### src/rtl/mul8x8_seq_ctrl.sv
// ---------------------------------------------------------------------------
// mul8x8_seq_ctrl
//   Unsigned 8x8 -> 16-bit multiplier built from a single 4x4 Wallace tree
//   core. Four nibble partial products are issued over four cycles and added
//   into a 16-bit accumulator at the correct weight. Valid/ready handshakes on
//   both sides let it sit inside a streaming datapath.
//
//   Ports:
//     clk        rising-edge clock
//     rst_n      synchronous active-low reset
//     in_valid   operand pair on a/b is valid
//     in_ready   block accepts an operand pair this cycle (IDLE only)
//     a, b       8-bit unsigned operands
//     out_valid  product is valid (DONE)
//     out_ready  consumer accepts the product this cycle
//     product    16-bit unsigned result (the registered accumulator)
//     busy       high in any state other than IDLE
//
//   Parameter:
//     ZERO_SKIP  when 1, a zero operand skips the four partial-product steps
// ---------------------------------------------------------------------------
module mul8x8_seq_ctrl #(
  parameter bit ZERO_SKIP = 1'b1
) (
  input  logic        clk,
  input  logic        rst_n,
  input  logic        in_valid,
  output logic        in_ready,
  input  logic [7:0]  a,
  input  logic [7:0]  b,
  output logic        out_valid,
  input  logic        out_ready,
  output logic [15:0] product,
  output logic        busy
);

  typedef enum logic [1:0] {
    IDLE = 2'd0,
    MUL  = 2'd1,
    DONE = 2'd2
  } state_t;

  state_t      state_reg, state_next;
  logic [1:0]  step_reg, step_next;
  logic [15:0] acc_reg, acc_next;
  logic [7:0]  a_reg, a_next;
  logic [7:0]  b_reg, b_next;

  logic [3:0]  nib_a, nib_b;
  logic [7:0]  pp;
  logic [15:0] pp_shifted;
  logic        skip;

  // Step order: 0 = lo*lo, 1 = hi*lo, 2 = lo*hi, 3 = hi*hi.
  // step[0] selects the high nibble of A, step[1] the high nibble of B.
  assign nib_a = step_reg[0] ? a_reg[7:4] : a_reg[3:0];
  assign nib_b = step_reg[1] ? b_reg[7:4] : b_reg[3:0];

  wallace4x4 u_core (
    .x (nib_a),
    .y (nib_b),
    .p (pp)
  );

  // Weight of the partial product: 0, 4, 4, 8 bits.
  always_comb begin
    pp_shifted = {4'b0, pp, 4'b0};
    case (step_reg)
      2'd0:    pp_shifted = {8'b0, pp};
      2'd3:    pp_shifted = {pp, 8'b0};
      default: pp_shifted = {4'b0, pp, 4'b0};
    endcase
  end

  // A zero operand is detected on the latched copies during the first MUL
  // cycle, so a skipped operation still presents its result one edge after
  // acceptance (initiation interval of 3 with out_ready held high).
  assign skip = ZERO_SKIP && ((a_reg == 8'd0) || (b_reg == 8'd0));

  always_ff @(posedge clk) begin
    if (!rst_n) begin
      state_reg <= IDLE;
      step_reg  <= 2'd0;
      acc_reg   <= 16'h0000;
      a_reg     <= 8'h00;
      b_reg     <= 8'h00;
    end else begin
      state_reg <= state_next;
      step_reg  <= step_next;
      acc_reg   <= acc_next;
      a_reg     <= a_next;
      b_reg     <= b_next;
    end
  end

  always_comb begin
    state_next = state_reg;
    step_next  = step_reg;
    acc_next   = acc_reg;
    a_next     = a_reg;
    b_next     = b_reg;
    in_ready   = 1'b0;
    out_valid  = 1'b0;
    busy       = 1'b1;
    product    = acc_reg;

    case (state_reg)
      IDLE: begin
        in_ready = 1'b1;
        busy     = 1'b0;
        if (in_valid) begin
          a_next     = a;
          b_next     = b;
          acc_next   = 16'h0000;
          step_next  = 2'd0;
          state_next = MUL;
        end
      end

      MUL: begin
        if (skip) begin
          // Accumulator was cleared on acceptance and stays 0.
          state_next = DONE;
        end else begin
          acc_next  = acc_reg + pp_shifted;
          step_next = 2'(step_reg + 2'd1);
          if (step_reg == 2'd3) begin
            state_next = DONE;
          end
        end
      end

      DONE: begin
        out_valid = 1'b1;
        if (out_ready) begin
          state_next = IDLE;
        end
      end

      default: begin
        state_next = IDLE;
      end
    endcase
  end

endmodule

// ---------------------------------------------------------------------------
// wallace4x4
//   Unsigned 4x4 -> 8-bit multiplier. Four AND-array rows are reduced by two
//   levels of 3:2 carry-save compressors, then one carry-propagate add.
//   The product never exceeds 225, so 8-bit intermediate vectors are exact.
//
//   Ports:
//     x, y  4-bit unsigned operands
//     p     8-bit unsigned product
// ---------------------------------------------------------------------------
module wallace4x4 (
  input  logic [3:0] x,
  input  logic [3:0] y,
  output logic [7:0] p
);

  logic [7:0] row [4];
  logic [7:0] s1, c1, s2, c2, c1_w;

  generate
    for (genvar gi = 0; gi < 4; gi++) begin : g_pp
      assign row[gi] = {4'b0, x & {4{y[gi]}}} << gi;
    end
  endgenerate

  // Level 1: rows 0..2
  assign s1 = row[0] ^ row[1] ^ row[2];
  assign c1 = (row[0] & row[1]) | (row[0] & row[2]) | (row[1] & row[2]);

  // Level 2: sum, weighted carry, row 3
  assign c1_w = c1 << 1;
  assign s2   = s1 ^ c1_w ^ row[3];
  assign c2   = (s1 & c1_w) | (s1 & row[3]) | (c1_w & row[3]);

  assign p = s2 + (c2 << 1);

endmodule

### config.mk
export PLATFORM = sky130hd
export DESIGN_NAME = mul8x8_seq_ctrl
export DESIGN_NICKNAME = d
export VERILOG_FILES = /design/src/rtl/mul8x8_seq_ctrl.sv
export SDC_FILE = /design/constraint.sdc
export NUM_CORES = 1
export LEC_CHECK = 0
export ABC_AREA = 1
export BUFFER_PORTS_ARGS = -buffer_cell sky130_fd_sc_hd__buf_2
export CORE_ASPECT_RATIO = 1.2
export CORE_UTILIZATION = 50
export DETAILED_ROUTE_END_ITERATION = 7
export GPL_ROUTABILITY_DRIVEN = 0
export PLACE_DENSITY = 0.75
export SETUP_SLACK_MARGIN = 0.02
export SLEW_MARGIN = 10
export SYNTH_ARGS = -nofsm -noshare
export SYNTH_HDL_FRONTEND = slang
export SYNTH_HIERARCHICAL = 1
export SYNTH_SLANG_ARGS = --single-unit
### constraint.sdc
create_clock -name clk -period 7.3 [get_ports clk]
set_clock_uncertainty 0.05 [all_clocks]
set_input_delay 1.46 -clock clk [delete_from_list [all_inputs] [get_ports clk]]
set_output_delay 1.46 -clock clk [all_outputs]
set_load 0.02 [all_outputs]
### After elaboration in Yosys (flattened, before gate mapping)

Index checks and enable logic that the tools add are counted.

| storage, ports and cells | value |
|---|---|
| word-level logic and storage cells | 59 |
| bits in registers | 36 |
| input bits | 20 |
| output and inout port bits | 19 |

| cells by class | value |
|---|---|
| reductions and logical operators | 9 |
| equality and inequality tests | 7 |
| bitwise operators | 18 |
| $add $sub $neg | 3 |
| mux-type cells | 17 |

Operator list:

| cell | count |
|---|---|
| $pmux W16 S2 | 2 |
| $mux W16 | 2 |
| $and A7 B7 Y7 | 3 |
| $or A7 B7 Y7 | 3 |
| $add A16 B16 Y16 | 1 |
| $and A4 B4 Y4 | 4 |
| $logic_not A8 Y1 | 2 |
| $mux W2 | 6 |
| $add A8 B8 Y8 | 1 |
| $mux W4 | 2 |
| $xor A8 B7 Y8 | 1 |
| $xor A8 B8 Y8 | 1 |
| $or A7 B6 Y7 | 1 |
| $and A4 B6 Y6 | 1 |
| $and A5 B6 Y6 | 1 |
| $ne A2 B2 Y1 const B | 3 |
| $pmux W2 S3 | 1 |
| $reduce_and A3 Y1 | 2 |
| $xor A5 B6 Y6 | 1 |
| $and A4 B5 Y5 | 1 |
| $xor A4 B5 Y5 | 1 |
| $eq A2 B2 Y1 const B | 2 |
| $logic_not A2 Y1 | 2 |
| $pmux W2 S2 | 1 |
| 7 further kinds | 9 |

### Longest topological paths before layout

| depth | value |
|---|---|
| depth in word-level cells | 13 |
| depth in mapped cells | 24 |
| depth with buffers taken out | 24 |

### Cells and area by module

The synthesis kept the hierarchy.

Modules (own cells, without submodules):

| module | times used | sequential area each (um^2) | area each (um^2) | cells each |
|---|---|---|---|---|
| mul8x8_seq_ctrl | 1 | 720.7 | 2528.7 | 409 |
| wallace4x4 | 1 | 0.0 | 407.9 | 63 |

### Worst setup path before layout

No wires, ideal clock.

| timing | value |
|---|---|
| path type | reg-to-reg |
| from | reg step_reg[0] |
| to | reg acc_reg[14], in the netlist product[14] |
| setup time | 132 ps |
| slack | 3194 ps |
| buffers on the path | 1 |
| period minus slack after synthesis | 4106 ps |
| data arrival time | 3924 ps |
| stages on the path, launching flop included | 20 |
| data required time | 7118 ps |
| cells stage by stage | dfxtp_1 -> clkbuf_1 -> o21ai_0 -> nand2_1 -> fa_1 -> inv_1 -> fa_1 -> ha_1 -> inv_1 -> fa_1 -> xnor2_1 -> inv_1 -> o22ai_1 -> ha_1 -> a21oi_1 -> nand2_1 -> a21oi_1 -> nand3_1 -> nand3_1 -> a21oi_1 |

| between the ends | value |
|---|---|
| cells in the longest elaborated chain, start to end | 13 |
| elaborated cells between the ends (all ways) | 26 |
| classes of those cells | add/sub: 2; eq/ne: 1; mux: 4; bitwise: 18; reduce/logical: 1 |

Ends and longest elaborated chain:

| element | RTL line | text |
|---|---|---|
| start, declared | 44 | `logic [1:0] step_reg, step_next;` |
| start signal, assigned | 89 | `step_reg <= step_next;` |
| $mux W4 * | 56 | `assign nib_a = step_reg[0] ? a_reg[7:4] : a_reg[3:0];` |
| via nib_a[3] | 49 | `logic [3:0] nib_a, nib_b;` |
| $and A4 B4 Y4 | 169 | `assign row[gi] = {4'b0, x & {4{y[gi]}}} << gi;` |
| $and A4 B5 Y5 or $and A4 B6 Y6 (tied branches) | 175 | `assign c1 = (row[0] & row[1]) \| (row[0] & row[2]) \| (row[1] & row[2]);` |
| $or A7 B7 Y7 | 175 |  |
| $or A7 B6 Y7 | 175 |  |
| $and A7 B7 Y7 | 180 | `assign c2 = (s1 & c1_w) \| (s1 & row[3]) \| (c1_w & row[3]);` |
| $or A7 B7 Y7 (2 in series) | 180 |  |
| $add A8 B8 Y8 * | 182 | `assign p = s2 + (c2 << 1);` |
| via pp[5] | 50 | `logic [7:0] pp;` |
| $pmux W16 S2 * | 68 | `case (step_reg)` |
| $add A16 B16 Y16 * | 125 | `acc_next = acc_reg + pp_shifted;` |
| $mux W16 * | 121 | `if (skip) begin` |
| $pmux W16 S2 * | 107 | `case (state_reg)` |
| end signal, assigned | 90 | `acc_reg <= acc_next;` |
| end, declared | 45 | `logic [15:0] acc_reg, acc_next;` |

Mark *: on every way through the listed nets, which the timed path passes. The rest lies on a longest branch. The select of a mux whose other input is x is not followed.
A chain may end at the register's enable or synchronous reset.

### Worst setup path in the final report

| timing | value |
|---|---|
| from | reg step_reg[0] |
| to | reg acc_reg[15], in the netlist product[15] |

Same word-level chain as after synthesis.

==> impl_metrics.tcl <==
set metrics [dict create \
    critPathKind "reg -> reg" \
    syn_nets 525 \
    post-route-period-util_pct 64.31 \
    min_from "product[6]" \
    whs_endpoint "product[6]" \
    postCtsResizedCells 0 \
    synthToLayoutAreaGrowth_pct 11.38 \
    hold_violations 0 \
    largest_register_ff_count 16 \
    post_synth_instance_area_um2 2937 \
    path_clk_slew_ns 0.08 \
    slew_headroom_pct 66.85 \
    status "completed" \
    worstSetupStartpointType "register" \
    drive_gt1_share_pct 10.98 \
    grt_start_max_net_pins 26 \
    cp_slowest_stage_delay_ns 0.55 \
    dp.cells 582 \
    diodes 0 \
    critical_path.reg2reg.endpoint "product[15]" \
    avgSynthCellArea_um2 6.222 \
    setup.reg_to_reg.worst_slack_ns 2.61 \
    power_density_nw_per_um2 174.4 \
    timing.final.max_slew_violations 0 \
    drt_iter0_drcs 136 \
    crit_path_max_fanout 12 \
    finalHoldWorstSlack_ns 0.4355 \
    setup_viol 0 \
    hold_class "reg -> reg" \
    grt_overflow 0 \
    cts_hold_buf 0 \
    ys_async_sr_fraction_pct 0 \
    die_x_um 71.96 \
    numPortBuffers 38 \
    floorplan.io_pins 39 \
    tritoncts "done" \
    worstReg2RegStart "step_reg[0]" \
    synth_top_flop_cell "sky130_fd_sc_hd__dfxtp_1" \
    synth_sequential_area_ratio_pct 24.54 \
    die_h_um 85.95 \
    highest_clock_rate_mhz 213.0 \
    drv_cap 0 \
    worst-slew-pin-transition_ns 0.4967 \
    aggregate_negative_setup_slack_ns 0 \
    clock-root-buffer "sky130_fd_sc_hd__clkbuf_8" \
    worst-endpoint-required_ns 7.47 \
    detail_route.wl_per_cell_um 10.92 \
    antenna_found_initial 0 \
    wire_length_of_the_first_global_routing_pass_mm 10.97 \
    drc 0 \
    finish.cell_count_without_fillers 590 \
    yosys.cell_types.count 30 \
    core_um2 5668 \
    post-route-min-period_ns 4.695 \
    std_cell_rows 30 \
    synth-seq-cells 36 \
    crit_chain "o21ai_0, nand2_1, fa_1, inv_1, fa_1, ha_1, inv_1, fa_1, xnor2_1, inv_1, o22ai_1, ha_1, nand2_1, inv_1, a21oi_1, nand2_1, nand2_1, nand2_1, nand2_1, nand3_1, a21oi_1" \
    timing.critical_path.arrival_ns 4.86 \
    yosysWarningCount 6 \
    antenna_viol_nets_final 0 \
    timing.critical_path.slowest_stage_cell "sky130_fd_sc_hd__fa_1" \
    first_global_vias 2707 \
    h-tree-depth 2 \
    postCtsSetupRepairBufs 0 \
    rsz0062_at_grt "no" \
    final_layout_net_count 562 \
    most_used_cell_along_the_critical_path "sky130_fd_sc_hd__nand2_1" \
    ir_drop_uv 126.1 \
    route.vias.total 2871 \
    via_per_inst 4.866 \
    final_core_util_pct 57.70 \
    postSynthCellCount 472 \
    floorplan.die_area_um2 6185 \
    endpoint_kind "register" \
    floorplan.initialDensity_pct 51.81 \
    power.static_leakage_nw 1.809 \
    cts-buffers-inserted 5 \
    post_detailed_placement_half_perimeter_wirelength_mm 5.333 \
    whs_path_depth 2 \
    insertion_delay_ns 0.29 \
    synth_enable_flop_cells 0 \
    clock_tree.buffer_depth 2 \
    firstDrtPassIters 4 \
    routed_wirelength_mm 6.445 \
    cts_sinks 36 \
    worstRegToRegCells 21 \
    grt_util_all_layers_pct 22.34 \
]
worst max-delay path: cells and delay by family (launching register included):
| kind | cells | cell delay (ns) |
|---|---|---|
| flops | 1 | 0.40 |
| fa+ha+maj | 5 | 1.98 |
| xor+xnor | 1 | 0.28 |
| compound gates | 4 | 0.95 |
| buf+inv | 4 | 0.27 |
| simple gates | 7 | 0.70 |
cell usage after synthesis, types with 3 or more instances:
| library cell | number | area share, % |
|---|---|---|
| sky130_fd_sc_hd__o22ai_1 | 8 | 1.7 |
| sky130_fd_sc_hd__o21ai_0 | 30 | 5.1 |
| sky130_fd_sc_hd__nand2_1 | 132 | 17 |
| sky130_fd_sc_hd__nor2_1 | 57 | 7.3 |
| sky130_fd_sc_hd__nand3b_1 | 3 | 0.77 |
| sky130_fd_sc_hd__a21oi_1 | 32 | 5.5 |
| sky130_fd_sc_hd__xor2_1 | 5 | 1.5 |
| sky130_fd_sc_hd__inv_1 | 84 | 11 |
| sky130_fd_sc_hd__nand3_1 | 22 | 3.7 |
| sky130_fd_sc_hd__ha_1 | 26 | 11 |
| sky130_fd_sc_hd__clkbuf_1 | 5 | 0.64 |
| sky130_fd_sc_hd__dfxtp_1 | 36 | 25 |
| sky130_fd_sc_hd__fa_1 | 7 | 4.8 |
through the flow:
stage               total power, mW  cell area (um^2)  setup slack [ns]
finish                       0.5705              3271             2.605
detailed placement           0.4292              3181             2.629
global route                 0.6152              3271             2.208
global placement             0.4255              3181             2.831
CTS                          0.5773              3271             2.612
floorplan                    0.3848              2937             3.194
routing by layer:
layer | track usage (%) | share of wire, %
met1 | 23.86 | 43
met3 | 3.290 | 2.6
met5 | 0 | 0
met4 | 9.804 | 1.7
met2 | 42.71 | 53
worst max-delay path by stage:
| stage | from | to | slack, ns | cells after the start |
|---|---|---|---|---|
| 6_report | step_reg[0] | product[15] | 2.61 | 21 |
| 5_1_grt | step_reg[0] | product[11] | 2.21 | 21 |
| 4_1_cts | step_reg[0] | product[15] | 2.61 | 21 |
| 3_5_place_dp | step_reg[0] | product[15] | 2.63 | 21 |
| 3_3_place_gp | step_reg[0] | product[14] | 2.83 | 21 |
| 2_1_floorplan | step_reg[0] | product[14] | 3.19 | 19 |
where the power goes:
group	total (mW)	switching, mW	internal, mW
registers	0.232	0.0164	0.216
logic	0.193	0.130	0.0630
clock network	0.146	0.0780	0.0677
total	0.570	0.224	0.346
cells by family after synthesis:
family                     synth area share [%]
and+or+nand+nor                           32.04
buffers and inverters                     13.04
AOI/OAI and AO/OA                         12.44
DFF                                       24.54
adders and majority gates                 15.85
xor gates and xnor gates                  2.088
layout by cell type (no fill, tap or decap), drive strengths merged:
cell,netlist,routed
o21ai,31,31
a21oi,32,32
xnor2,2,2
nand3b,3,3
and3,1,1
nand3,22,22
nor3,3,3
dfxtp,36,36
inv,87,88
nand4,2,2
xor2,5,5
or2,1,1
and2,2,2
ha,26,26
clkinv,2,3
fa,7,7
nand2,135,135
clkinvlp,0,1
nor2,59,59
clkbuf,5,5
buf,3,38
o22ai,8,8
final cells by class:
type / count / area, um^2
Clock buffer: 5 / 68.82
Clock inverter: 3 / 21.27
Fill cell: 563 / 2397
Inverter: 89 / 336.6
Multi-Input combinational cell: 339 / 1833
Sequential cell: 36 / 720.7
Tap cell: 80 / 100.1
Timing Repair Buffer: 38 / 190.2
Note: power is estimated with default switching activity, not from simulation.
